<file path="config.mk">
export PLATFORM = sky130hd
export DESIGN_NAME = rv_ctl
export DESIGN_NICKNAME = d
export VERILOG_FILES = /design/src/rtl/rv_ctl.sv
export SDC_FILE = /design/constraint.sdc
export NUM_CORES = 1
export LEC_CHECK = 0
export BUFFER_PORTS_ARGS = -buffer_cell sky130_fd_sc_hd__buf_4
export CAP_MARGIN = 20
export CORE_MARGIN = 4
export CORE_UTILIZATION = 30
export DETAILED_ROUTE_END_ITERATION = 8
export PLACE_DENSITY = 0.55
export SLEW_MARGIN = 10
export SYNTH_ARGS = -nofsm -noshare
export SYNTH_HDL_FRONTEND = slang
export SYNTH_SLANG_ARGS = --single-unit
</file>
<file path="constraint.sdc">
create_clock -name clk -period 2.2 [get_ports clk]
set_input_delay 0 -clock clk [delete_from_list [all_inputs] [get_ports clk]]
set_output_delay 0 -clock clk [all_outputs]
set_load 0.05 [all_outputs]
</file>
<file path="src/rtl/rv_ctl.sv">
// Multicycle control FSM for the RV32I datapath: turns IR contents into
// datapath enables/selects and runs the data-memory read/write handshake.
module rv_ctl #(
  parameter int MEMWAIT_MAX = 15
) (
  input  logic        clk,
  input  logic        rst,
  input  logic [31:0] instr,
  input  logic        zero,
  input  logic        dmem_ready,
  output logic        pcsourse,
  output logic        pcwrite,
  output logic        pccen,
  output logic        irwrite,
  output logic        regwen,
  output logic        mdrwrite,
  output logic [1:0]  wbsel,
  output logic [1:0]  immsel,
  output logic [1:0]  asel,
  output logic [1:0]  bsel,
  output logic [3:0]  alusel,
  output logic        dmem_re,
  output logic        dmem_we,
  output logic        retire,
  output logic [1:0]  fault
);
  typedef enum logic [3:0] {
    S_FETCH, S_DECODE, S_EXR, S_EXI, S_WBA, S_ADDR, S_MRD,
    S_WBM, S_MWR, S_BR, S_JAL, S_JR, S_ERR
  } state_e;

  localparam logic [6:0] OP_R      = 7'b0110011;
  localparam logic [6:0] OP_I      = 7'b0010011;
  localparam logic [6:0] OP_LOAD   = 7'b0000011;
  localparam logic [6:0] OP_STORE  = 7'b0100011;
  localparam logic [6:0] OP_BRANCH = 7'b1100011;
  localparam logic [6:0] OP_JAL    = 7'b1101111;
  localparam logic [6:0] OP_JALR   = 7'b1100111;

  localparam logic [1:0] WB_MDR = 2'd0, WB_ALUOUT = 2'd1, WB_PC = 2'd2;
  localparam logic [1:0] IMM_J = 2'd0, IMM_B = 2'd1, IMM_S = 2'd2, IMM_I = 2'd3;
  localparam logic [1:0] ASEL_REG = 2'd0, ASEL_PCC = 2'd1;
  localparam logic [1:0] BSEL_IMM = 2'd0, BSEL_REG = 2'd1;
  localparam logic [3:0] ALU_ADD = 4'd0, ALU_SUB = 4'd1, ALU_SLL = 4'd2, ALU_SLT = 4'd3;
  localparam logic [3:0] ALU_SLTU = 4'd4, ALU_XOR = 4'd5, ALU_SRL = 4'd6, ALU_SRA = 4'd7;
  localparam logic [3:0] ALU_OR = 4'd8, ALU_AND = 4'd9;
  localparam logic [1:0] F_NONE = 2'd0, F_ILLEGAL = 2'd1, F_TIMEOUT = 2'd2;

  localparam int CNT_W = (MEMWAIT_MAX > 0) ? $clog2(MEMWAIT_MAX + 1) : 1;

  state_e           state_q, state_d, dec_next;
  logic [CNT_W-1:0] cnt_q, cnt_d;
  logic [CNT_W:0]   cnt_inc;
  logic [1:0]       fault_q, fault_d;
  logic [6:0]       opcode;
  logic [2:0]       funct3;
  logic             alt, timeout, br_taken, br_bad;
  logic [3:0]       br_alu;
  logic             unused_instr;

  assign opcode       = instr[6:0];
  assign funct3       = instr[14:12];
  assign alt          = instr[30];
  assign unused_instr = ^{instr[31], instr[29:15], instr[11:7]};

  // cnt_q counts idle cycles already spent; this cycle reaching the limit
  // without ready is the timeout, while ready in that same cycle still wins.
  assign cnt_inc = {1'b0, cnt_q} + (CNT_W+1)'(1);
  assign timeout = (MEMWAIT_MAX > 0) && !dmem_ready &&
                   (cnt_inc == (CNT_W+1)'(MEMWAIT_MAX));

  function automatic logic [3:0] alu_sel(input logic [2:0] f3, input logic alt_op);
    case (f3)
      3'b000:  return alt_op ? ALU_SUB : ALU_ADD;
      3'b001:  return ALU_SLL;
      3'b010:  return ALU_SLT;
      3'b011:  return ALU_SLTU;
      3'b100:  return ALU_XOR;
      3'b101:  return alt_op ? ALU_SRA : ALU_SRL;
      3'b110:  return ALU_OR;
      default: return ALU_AND;
    endcase
  endfunction

  always_comb begin
    dec_next = S_ERR;
    case (opcode)
      OP_R:              dec_next = S_EXR;
      OP_I:              if (!(funct3 == 3'b101 && alt)) dec_next = S_EXI;
      OP_LOAD, OP_STORE: if (funct3 == 3'b010) dec_next = S_ADDR;
      OP_BRANCH:         dec_next = S_BR;
      OP_JAL:            dec_next = S_JAL;
      OP_JALR:           dec_next = S_ADDR;
      default:           ;
    endcase
  end

  // zero means "equal" after SUB and "not less" after SLT/SLTU.
  always_comb begin
    br_alu   = ALU_SUB;
    br_taken = 1'b0;
    br_bad   = 1'b0;
    case (funct3)
      3'b000:  br_taken = zero;
      3'b001:  br_taken = !zero;
      3'b100:  begin br_alu = ALU_SLT;  br_taken = !zero; end
      3'b101:  begin br_alu = ALU_SLT;  br_taken = zero;  end
      3'b110:  begin br_alu = ALU_SLTU; br_taken = !zero; end
      3'b111:  begin br_alu = ALU_SLTU; br_taken = zero;  end
      default: br_bad = 1'b1;
    endcase
  end

  always_comb begin
    state_d = state_q;
    fault_d = fault_q;
    cnt_d   = '0;
    case (state_q)
      S_FETCH:  state_d = S_DECODE;
      S_DECODE: begin
        state_d = dec_next;
        if (dec_next == S_ERR) fault_d = F_ILLEGAL;
      end
      S_EXR, S_EXI: state_d = S_WBA;
      S_ADDR: begin
        if (opcode == OP_LOAD)       state_d = S_MRD;
        else if (opcode == OP_STORE) state_d = S_MWR;
        else                         state_d = S_JR;
      end
      S_MRD, S_MWR: begin
        if (dmem_ready) begin
          state_d = (state_q == S_MRD) ? S_WBM : S_FETCH;
        end else if (timeout) begin
          state_d = S_ERR;
          fault_d = F_TIMEOUT;
        end else begin
          cnt_d = cnt_inc[CNT_W-1:0];
        end
      end
      S_BR: begin
        if (br_bad) begin
          state_d = S_ERR;
          fault_d = F_ILLEGAL;
        end else begin
          state_d = S_FETCH;
        end
      end
      S_WBA, S_WBM, S_JAL, S_JR: state_d = S_FETCH;
      S_ERR:   state_d = S_ERR;
      default: state_d = S_FETCH;
    endcase
  end

  always_ff @(posedge clk or posedge rst) begin
    if (rst) begin
      state_q <= S_FETCH;
      cnt_q   <= '0;
      fault_q <= F_NONE;
    end else begin
      state_q <= state_d;
      cnt_q   <= cnt_d;
      fault_q <= fault_d;
    end
  end

  // Gating on rst makes memory requests drop the instant reset is raised.
  always_comb begin
    pcsourse = 1'b0;
    pcwrite  = 1'b0;
    pccen    = 1'b0;
    irwrite  = 1'b0;
    regwen   = 1'b0;
    mdrwrite = 1'b0;
    wbsel    = WB_MDR;
    immsel   = IMM_J;
    asel     = ASEL_REG;
    bsel     = BSEL_IMM;
    alusel   = ALU_ADD;
    dmem_re  = 1'b0;
    dmem_we  = 1'b0;
    retire   = 1'b0;
    if (!rst) begin
      case (state_q)
        S_FETCH: begin
          irwrite = 1'b1;
          pccen   = 1'b1;
          pcwrite = 1'b1;
        end
        S_DECODE: begin
          asel   = ASEL_PCC;
          bsel   = BSEL_IMM;
          alusel = ALU_ADD;
          immsel = (opcode == OP_JAL) ? IMM_J : IMM_B;
        end
        S_EXR: begin
          bsel   = BSEL_REG;
          alusel = alu_sel(funct3, alt);
        end
        S_EXI: begin
          immsel = IMM_I;
          alusel = alu_sel(funct3, 1'b0);
        end
        S_ADDR: immsel = (opcode == OP_STORE) ? IMM_S : IMM_I;
        S_MRD: begin
          dmem_re  = 1'b1;
          mdrwrite = 1'b1;
        end
        S_MWR: begin
          dmem_we = 1'b1;
          retire  = dmem_ready;
        end
        S_WBA, S_WBM: begin
          regwen = 1'b1;
          wbsel  = (state_q == S_WBA) ? WB_ALUOUT : WB_MDR;
          retire = 1'b1;
        end
        S_BR: begin
          if (!br_bad) begin
            bsel     = BSEL_REG;
            alusel   = br_alu;
            pcwrite  = br_taken;
            pcsourse = 1'b1;
            retire   = 1'b1;
          end
        end
        S_JAL, S_JR: begin
          regwen   = 1'b1;
          wbsel    = WB_PC;
          pcwrite  = 1'b1;
          pcsourse = 1'b1;
          retire   = 1'b1;
        end
        default: ;
      endcase
    end
  end

  assign fault = fault_q;

endmodule
</file>
-- Word level (Yosys, flattened, before mapping)
Cells that the tools add are included.
- word-level logic and storage cells: 112
- RAM bits: 0
- register bits: 10
- ROM bits: 0
- input port bits: 36
- bits in latches: 0
- memories kept: 0
- output and inout bits: 23
- multiplexer cells: 55
- div/mod/pow operators: 0
- shift operators: 0
- equal/unequal tests: 33
- $lt $le $gt $ge: 0
- multipliers: 0
- bitwise gates (word level): 0
- add/subtract/negate cells: 1
- reduce and logical (&&, ||, !) cells: 20
- operator list (operator ; number):
    4-bit one-hot mux with 7 select lines ; 3
    4-bit two-way mux ; 11
    4-bit == test (second input constant) ; 6
    4-bit one-hot mux with 6 select lines ; 1
    1-bit two-way mux ; 22
    7-bit == test (second input constant) ; 3
    4-bit by 3-bit == test with 1-bit output (second input constant) ; 4
    7-bit by 6-bit == test with 1-bit output (second input constant) ; 2
    2-bit two-way mux ; 7
    2-bit OR reduction ; 7
    3-bit == test (second input constant) ; 4
    2-bit one-hot mux with 3 select lines ; 2
    4-bit one-hot mux with 3 select lines ; 1
    3-bit OR reduction ; 3
    4-bit by 2-bit == test with 1-bit output (second input constant) ; 2
    2-bit inequality test (second input constant) ; 4
    1-bit one-hot mux with 2 select lines ; 4
    7-bit by 2-bit == test with 1-bit output (second input constant) ; 1
    7-bit by 5-bit == test with 1-bit output (second input constant) ; 1
    3-bit by 2-bit == test with 1-bit output (second input constant) ; 2
    3-bit one-hot mux with 2 select lines ; 1
    6-bit OR reduction ; 1
    4-bit by 1-bit adder with 5-bit output (second input constant) ; 1
    5-bit by 4-bit == test with 1-bit output (second input constant) ; 1
    other kinds (13) ; 15

-- Logic depth before layout (Yosys ltp)
- word-level depth: 7
- mapped depth: 6
- mapped depth without buffers: 6

-- Worst setup path after synthesis
Ideal clock, no wire load.
- path kind: register to output
- start point: register state_q[1]
- end point: output port mdrwrite
- slack: -0.660 ns
- stages on the path, launching flop included: 6
- arrival time: 2.860 ns
- data required time: 2.200 ns
- buffers on the path: 3
- path through: dfrtp_1 clkbuf_1 clkbuf_1 nand2_1 nor4_1 buf_4
- cells in the longest elaborated chain, start to end: 3
- RTL lines (what ; line ; RTL):
    from (decl) ; 51 ; state_e state_q, state_d, dec_next;
    from (signal assigned) ; 160 ; state_q <= state_d;
    4-bit by 3-bit == test with 1-bit output ; n/a ;
    1-bit two-way mux (2 in a row) ; n/a ;
    to (decl) ; 16 ; output logic mdrwrite,
No other way between the ends.

-- Worst setup path in the final report
- start point: register state_q[2]
- end point: register state_q[3]
- cells in the longest elaborated chain, start to end: 3
- elaborated cells between the ends (all ways): 13
- classes of those cells: eq/ne: 9; mux: 1; reduce/logical: 3
- RTL lines (what ; line ; RTL):
    4-bit by 3-bit == test with 1-bit output, or another cell as far along ; 118 ; case (state_q)
    2-bit OR reduction ; 118 ;
    4-bit one-hot mux with 7 select lines / 3-bit inequality test (equally long branches) ; n/a ;
Several ways; a longest one is shown, not always the timed one.
A chain may end at the register's enable or synchronous reset.

==> flow_metrics.env <==
export IMPL_outcome="completed"
export IMPL_yosysTopAreaCellShare_pct=21.2
export IMPL_clk_latency_ns=0.23
export IMPL_cts_tree="done"
export IMPL_cts_root_buf="clkbuf_8"
export IMPL_power_density_nw_per_um2=1040
export IMPL_antenna_found_initial=0
export IMPL_synth_common_cells="nor2_1, nand2_1, a21oi_1, nor2b_1, dfrtp_1"
export IMPL_wl_per_cell_um=13.4
export IMPL_cts_buffer_depth=2
export IMPL_ys_ff_latch=10
export IMPL_slew_viol_final=0
export IMPL_drc=0
export IMPL_rsz0062_at_grt="no"
export IMPL_firstDrtPassIters=4
export IMPL_cts_sinks=10
export IMPL_antenna_cells=0
export IMPL_setup_tns_ns=0
export IMPL_yosysUniqueCellTypes=45
export IMPL_hold_viol_final=0
export IMPL_clkPwrFrac_pct=13.9
export IMPL_synth_avg_cell_area_um2=6.95
export IMPL_yosys_warnings=0
export IMPL_power_w=0.00159
export IMPL_postRouteAntennaNets=0
export IMPL_p_sw_share_pct=51.9
export IMPL_synth_area_leaders="dfrtp_1, nor2_1, nor2b_1"
export IMPL_cp_end_kind="flip-flop"
export IMPL_synth_ff_type="dfrtp_1"
export IMPL_min_path_type="in2reg"
export IMPL_postSynthCellCount=170
export IMPL_max_slew_margin_pct=66.1
export IMPL_ir_drop_mv=0.285
export IMPL_drv_cap=0
export IMPL_grt_pass1_wl_um=5840
export IMPL_num_vias=1314
export IMPL_rows=22
export IMPL_ys_async_sr_fraction_pct=100
export IMPL_path_class="reg2reg"
export IMPL_via_per_inst=5.30
export IMPL_hpwl_um=2640
export IMPL_fin_crit_sh_pct=84.5
export IMPL_die_area_um2=5000
export IMPL_die_w_um=70.7
export IMPL_leakagePower_nw=0.697
export IMPL_synth_edf_count=0
export IMPL_start_util_pct=31.6
export IMPL_syn_to_final_growth_pct=30.0
export IMPL_chipHeight_um=70.7
export IMPL_cp_start_kind="flip-flop"
export IMPL_p_sw_w=0.000825
export IMPL_yosysTopAreaCell="dfrtp_1"
export IMPL_intPower_w=0.000766
export IMPL_yosysMostFrequentCell="nor2_1"
export IMPL_synth_area_um2=1180
export IMPL_required_ns=2.30
export IMPL_combPwrFrac_pct=70.1
export IMPL_finClkSkew_ns=0.00270
export IMPL_io_pins=59
export IMPL_core_um2=3740
export IMPL_grt_overflow=0
export IMPL_pwr_share_seq_pct=16.0
export IMPL_post_cts_setup_buffers=0
export IMPL_port_buffer_count=35
export IMPL_ctsResizeCount=0
export IMPL_fin_nets=239
export IMPL_path_clk_slew_ns=0.05
export IMPL_grt_pass1_vias=1270
export IMPL_worst_pin_slew_ns=0.506
export IMPL_drt_iter0_drc=104
export IMPL_cts_hold_buf=1
export IMPL_place_gp_congestion=0.833
export IMPL_setup_viol=0
export IMPL_htreeDepth=1
export IMPL_ys_seq_area_share_pct=21.2
export IMPL_grt_usage_pct=13.6
export IMPL_cp_arrival_ns=1.95
export IMPL_clock_fmax_mhz=538
export IMPL_drive_gt1_share_pct=24.0
export IMPL_routed_wl_um=3330
export IMPL_grt_max_degree=18
export IMPL_worstPathMaxFanout=6
export IMPL_min_period_ns=1.86
export IMPL_cts_buffers_inserted=3
==> state kept, by name (all words and copies together) (netlist names) <==
name     count
cnt_q        4
state_q      4
fault        2
==> worst paths after layout <==
path,startpoint,end,slack (ns),depth (start not counted)
min in group asynchronous,rst,state_q[3]$_DFFE_PP0P_,0.42,3
min reg2reg,cnt_q[0]$_DFF_PP0_,cnt_q[0]$_DFF_PP0_,0.52,1
min,instr[3],state_q[0]$_DFFE_PP0P_,0.18,4
max,state_q[2]$_DFFE_PP0P_,state_q[3]$_DFFE_PP0P_,0.34,5
max reg2reg,state_q[2]$_DFFE_PP0P_,state_q[3]$_DFFE_PP0P_,0.34,5
max in group asynchronous,rst,fault[1]$_DFFE_PP0P_,1.45,3
==> layer usage <==
layer,vias up,share of wire [%],track usage [%]
li1,666,-,-
met1,616,48,19.5
met2,30,47,21.9
met3,2,4.7,1.42
met4,0,0.57,3.13
met5,-,0,0
==> cell usage in the layout (no fill, tap or decap), drive strengths merged, types with 2 or more instances in the layout <==
cell / n
nor3: 4
inv: 6
a21oi: 11
dfrtp: 10
nand3: 7
ha: 2
o32ai: 2
or4: 2
nor2: 22
xor2: 3
nor2b: 11
conb: 2
nand2b: 4
o22ai: 3
o21ai: 5
mux2i: 2
or3b: 2
clkbuf: 4
buf: 39
nor4: 5
xnor2: 2
a21o: 4
or3: 2
and3: 6
nand2: 17
a31oi: 3
and2: 2
o21a: 2
==> worst max-delay path, cell delays in order (launching register included) <==
cell      delay (ns)
dfrtp_1         0.37
or3b_2          0.48
a211oi_1        0.32
o211ai_1        0.28
a21oi_1         0.22
a31oi_1         0.05
==> power by group through the flow <==
stage | combinational (W) | clock, W | sequential [W]
after floorplan | 0.000811 | 0 | 0.000265
after global routing | 0.00121 | 0.000238 | 0.000261
after CTS | 0.00112 | 0.000227 | 0.000254
after global placement | 0.00111 | 0 | 0.000253
after detailed placement | 0.00111 | 0 | 0.000257
final | 0.00112 | 0.000221 | 0.000254
==> cell type report <==
| cell class | instances | area, um2 |
|---|---|---|
| clock buffer | 4 | 55.1 |
| fill | 430 | 2210 |
| inverter | 6 | 22.5 |
| multi-input combinational | 140 | 845 |
| sequential | 10 | 250 |
| tap | 48 | 60.1 |
| timing repair buffer | 40 | 303 |
==> stage by stage <==
| stage | utilization [%] | area (um2) | cells | worst slack, ns | hold slack, ns |
|---|---|---|---|---|---|
| global placement | 39.3 | 1470 | 243 | 0.379 | 0.115 |
| floorplan | - | 1200 | 171 | 0.00855 | 0.0964 |
| CTS | 41.0 | 1540 | 248 | 0.312 | 0.169 |
| detailed placement | 39.3 | 1470 | 243 | 0.328 | 0.129 |
| finish | 41.0 | 1540 | 248 | 0.342 | 0.178 |
| global route | 41.0 | 1540 | 248 | 0.173 | 0.217 |
==> cell families (layout without fill, tap and decap cells) <==
kind of cell,after synthesis,in the layout,share of synthesized area [%]
xor gates and xnor gates,5,5,3.71
muxes,2,2,1.69
adders and majority gates,2,2,2.12
AOI/OAI and AO/OA,44,44,26.0
other,1,2,0.317
DFF,10,10,21.2
buffers and inverters,21,50,8.69
and+or+nand+nor,85,85,36.3
Power figures use the tool's default switching activity.
